===== src/rtl/cpu_defs.sv =====
// cpu_defs: shared instruction-memory sizing, loader terminator and loader state encoding
package cpu_defs;
    localparam int INSTR_W = 32;
    localparam int IMEM_DEPTH = 32;
    localparam int IMEM_ADDR_W = 5;
    localparam logic [31:0] LOADER_TERM = 32'hFFFF_FFFF;
    typedef enum logic [1:0] {IDLE = 2'd0, RECV = 2'd1, DONE = 2'd2} state_t;
endpackage


===== src/rtl/instruction_loader_byte_packer.sv =====
// byte_packer: packs an MSB-first byte stream into 32-bit words, flagging the 4th byte combinationally
module byte_packer (
    input  logic        i_clk,
    input  logic        i_rst,
    input  logic        i_clr,
    input  logic        i_en,
    input  logic [7:0]  i_byte,
    output logic [31:0] o_word,
    output logic        o_word_valid
);
    logic [23:0] sr;
    logic [1:0]  idx;
    always_ff @(posedge i_clk) begin
        if (i_rst || i_clr) begin
            sr  <= '0;
            idx <= '0;
        end else if (i_en) begin
            sr  <= {sr[15:0], i_byte};
            idx <= idx + 2'd1;
        end
    end
    assign o_word       = {sr, i_byte};
    assign o_word_valid = i_en && idx == 2'd3;
endmodule


===== src/rtl/instruction_loader.sv =====
// instruction_loader: feeds UART bytes as 32-bit words into instruction memory, then releases the CPU
module instruction_loader
    import cpu_defs::*;
#(
    parameter int               DATA_W = INSTR_W,
    parameter int               DEPTH  = IMEM_DEPTH,
    parameter int               ADDR_W = IMEM_ADDR_W,
    parameter logic [DATA_W-1:0] TERM  = LOADER_TERM
) (
    input  logic              i_clk,
    input  logic              i_rst,
    input  logic              i_start,
    input  logic [7:0]        i_rx_data,
    input  logic              i_rx_valid,
    output logic              o_Load_enable,
    output logic [31:0]       o_Write_reg,
    output logic [DATA_W-1:0] o_Write_data,
    output logic              o_busy,
    output logic              o_done,
    output logic [ADDR_W:0]   o_word_count,
    output logic              o_overflow
);
    state_t              state, next;
    logic                start_ok, accept, word_valid;
    logic [DATA_W-1:0]   word;
    logic [ADDR_W-1:0]   addr, wr_addr;
    assign start_ok = i_start && state != RECV;
    assign accept   = i_rx_valid && state == RECV;
    byte_packer u_packer (
        .i_clk(i_clk),
        .i_rst(i_rst),
        .i_clr(start_ok),
        .i_en(accept),
        .i_byte(i_rx_data),
        .o_word(word),
        .o_word_valid(word_valid)
    );
    // termination is judged on the word currently being strobed into memory
    always_comb begin
        next = start_ok ? RECV :
               (state == RECV && o_Load_enable &&
                (o_Write_data == TERM || o_word_count == (ADDR_W+1)'(DEPTH))) ? DONE : state;
    end
    always_ff @(posedge i_clk) begin
        if (i_rst) state <= IDLE;
        else state <= next;
    end
    always_ff @(posedge i_clk) begin
        if (i_rst) begin
            o_Load_enable <= 1'b0;
            o_Write_data  <= '0;
            wr_addr       <= '0;
            addr          <= '0;
            o_word_count  <= '0;
            o_overflow    <= 1'b0;
        end else begin
            o_Load_enable <= word_valid;
            if (word_valid) begin
                o_Write_data <= word;
                wr_addr      <= addr;
                addr         <= addr + 1'b1;
                o_word_count <= o_word_count + 1'b1;
            end
            if (start_ok) begin
                addr         <= '0;
                o_word_count <= '0;
                o_overflow   <= 1'b0;
            end else if (state == DONE && i_rx_valid) begin
                o_overflow <= 1'b1;
            end
        end
    end
    assign o_Write_reg = 32'(wr_addr);
    assign o_busy      = state == RECV;
    assign o_done      = state == DONE;
endmodule


===== config.mk =====
export PLATFORM = sky130hd
export DESIGN_NAME = instruction_loader
export DESIGN_NICKNAME = d
export VERILOG_FILES = /design/src/rtl/cpu_defs.sv /design/src/rtl/instruction_loader_byte_packer.sv /design/src/rtl/instruction_loader.sv
export SDC_FILE = /design/constraint.sdc
export NUM_CORES = 1
export LEC_CHECK = 0
export BUFFER_PORTS_ARGS = -buffer_cell sky130_fd_sc_hd__buf_2
export CORE_MARGIN = 4
export CORE_UTILIZATION = 45
export DETAILED_ROUTE_END_ITERATION = 8
export PLACE_DENSITY = 0.8
export SYNTH_ARGS = -nofsm -noshare
export SYNTH_HDL_FRONTEND = slang
export SYNTH_SLANG_ARGS = --single-unit

===== constraint.sdc =====
create_clock -name i_clk -period 3.2 [get_ports i_clk]
set_input_delay 0.48 -clock i_clk [delete_from_list [all_inputs] [get_ports i_clk]]
set_output_delay 0.48 -clock i_clk [all_outputs]
set_load 0.02 [all_outputs]

==> impl_metrics.ini <==
[clocking]
ctsLongestPathBuffers = 2
cts_tree = built
htreeDepth = 3
root_buffer = clkbuf_8
ctsResizeCount = 0
cts_setup_buffers = 0
cts_sinks = 78
clk_pin_slew_ps = 80
postCtsHoldBufs = 0
clk_latency_ps = 350
numCtsBuffers = 9

[finish]
final_common_cell = nand2_1
areaGrowthSynthToFinish_pct = 12.9
most-common-layout-cells = 132 x nand2_1, 78 x dfxtp_1, 67 x a21oi_1
diodes = 0
layout.nets = 451
layout-drive-gt1-share = 0.180

[timing]
tightest_slew_ps = 776
finalSetupTns_ps = 0
setup_viol = 0
min_period_ps = 1870
fin_hold_ws_ps = 380
hold_viol_final = 0
post-route-period-util = 0.584
slew_headroom = 0.482
fin_skew_ps = 8.78
rsz0062_at_grt = no
fmax_mhz = 535
slew_violations = 0

[run_status]
status = complete, no violations

[power_and_ir_drop]
p_clk_frac = 0.426
intPower_mw = 1.45
p_per_area_nw_per_um2 = 525
comb_power_share = 0.047
p_sw_frac = 0.220
netSwitchingPower_mw = 0.410
ir_drop_mv = 0.341
power.share.sequential = 0.527
p_leak_nw = 1.43

[floorplanning]
die-area_sq_um = 8370
die_h_um = 91.5
row_count = 30
die_w_um = 91.5
pin_count = 86
start_util = 0.462
core_sq_um = 6790

[global_routing]
grt_usage = 0.171
grt_overflow = 0
grt_start_max_net_pins = 49
grt_pass1_vias = 2560
antenna_found_initial = 0
grt_pass1_wl_mm = 11.6

[drt]
dr.pass1.iters = 4
routed_via_density = 4.78
via_count = 2561
wire_per_inst_um = 12.8
drt_iter0_drc = 189
ant_nets = 0
drt_wl_total_mm = 6.88
drc = 0

[synthesis]
synth_top_cell_by_area = dfxtp_1
async_flop_share = 0
syn_inst = 385
ys_seq_area_frac = 0.498
yosys_warnings = 0
yosysTopAreaCellShare = 0.498
ys.flop_type = dfxtp_1
synth-edff-count = 0
synth_cell_types = 27
ys_ff_latch = 78
syn_area_sq_um = 3140
synth_area_per_cell_sq_um = 8.15
synth.area.top_cells = dfxtp_1 50%, nand2_1 16%, a21oi_1 11%

[placement]
dp_hpwl_mm = 4.85
portBuffers = 58
place.gp.congestion = 0.805

[critical_path]
critPathMaxFanout = 21
worst_ep_arrival_time_ps = 2100
cp-start-kind = flip-flop
worstPathRequired_ps = 3430
cp-end-kind = flip-flop
critPathKind = reg2reg

[flow_run]
drv_cap = 0

[worst_hold_path]
worstHoldPathType = in2reg
## layer usage
layer / global-route usage / wire (um)
met5: 0 / 0
met4: 0.0678 / 98
met3: 0.0671 / 557
met2: 0.278 / 3200
met1: 0.202 / 3030
## power groups by stage
stage	Clock (mW)	Combinational, mW	Sequential, mW
after floorplan	0	0.0958	1.00
after global placement	0	0.0843	1.00
after detailed placement	0	0.0859	1.00
after CTS	0.812	0.0862	0.981
after global routing	0.856	0.0946	0.982
final	0.793	0.0868	0.982
## path summary, 6_finish.rpt
path              depth (start not counted)    startpoint              end  slack [ps]
setup / recovery                          4      state[1]         state[1]        1330
hold / removal                            3  i_rx_data[7]  o_Write_data[7]         380
setup reg to reg                          4      state[1]         state[1]        1330
hold reg to reg                           2    wr_addr[2]       wr_addr[2]         460
## cells in the mapped netlist (2+ instances only)
library cell / count
nand4_1: 12
clkbuf_1: 4
inv_1: 4
nor2_1: 13
xor2_1: 7
xnor2_1: 3
buf_4: 38
nand2_1: 132
dfxtp_1: 78
buf_6: 2
and4b_1: 2
buf_2: 5
nor4_1: 2
ha_1: 4
a21oi_1: 67
## worst max-delay path, cell delays in order (launching register included)
cell and delay (ps):
dfxtp_1 410, and2b_1 250, o21bai_2 620, buf_4 370, nor3_1 100
## area by class of cell
class | instances | area (sq um)
clock buffers | 12 | 145
clock inverters | 4 | 70.1
fillers | 646 | 3250
inverters | 4 | 15.0
multi-input cells | 280 | 1310
flip-flops and latches | 78 | 1560
well taps | 96 | 120
repair buffers | 62 | 320
## cells by family (layout without fill, tap and decap cells)
group	Yosys count	count (layout)	synth area share
xor gates and xnor gates	10	10	0.0279
adders and majority gates	4	4	0.0160
DFF	78	78	0.498
other	1	27	0.00120
and+or+nand+nor	168	168	0.224
buffers and inverters	53	82	0.116
AOI/OAI and AO/OA	71	71	0.117
## per-stage QoR
step	std cells	util	power, mW	setup slack [ps]	cell area [sq um]
after floorplan	411	-	1.10	1850	3230
after global placement	520	0.490	1.09	1430	3330
after detailed placement	520	0.490	1.09	1350	3330
after CTS	536	0.521	1.88	1340	3540
after global routing	536	0.521	1.93	1220	3540
final	536	0.521	1.86	1330	3540
## flip-flops by register name, summed over array words and instances, names as in the netlist
signal and flops:
state 2, addr 5, o_Load_enable 1, u_packer.idx 2
o_Write_data 32, u_packer.sr 24, wr_addr 5, o_word_count 6
o_overflow 1
No activity file was read; power rests on OpenSTA's default activity.
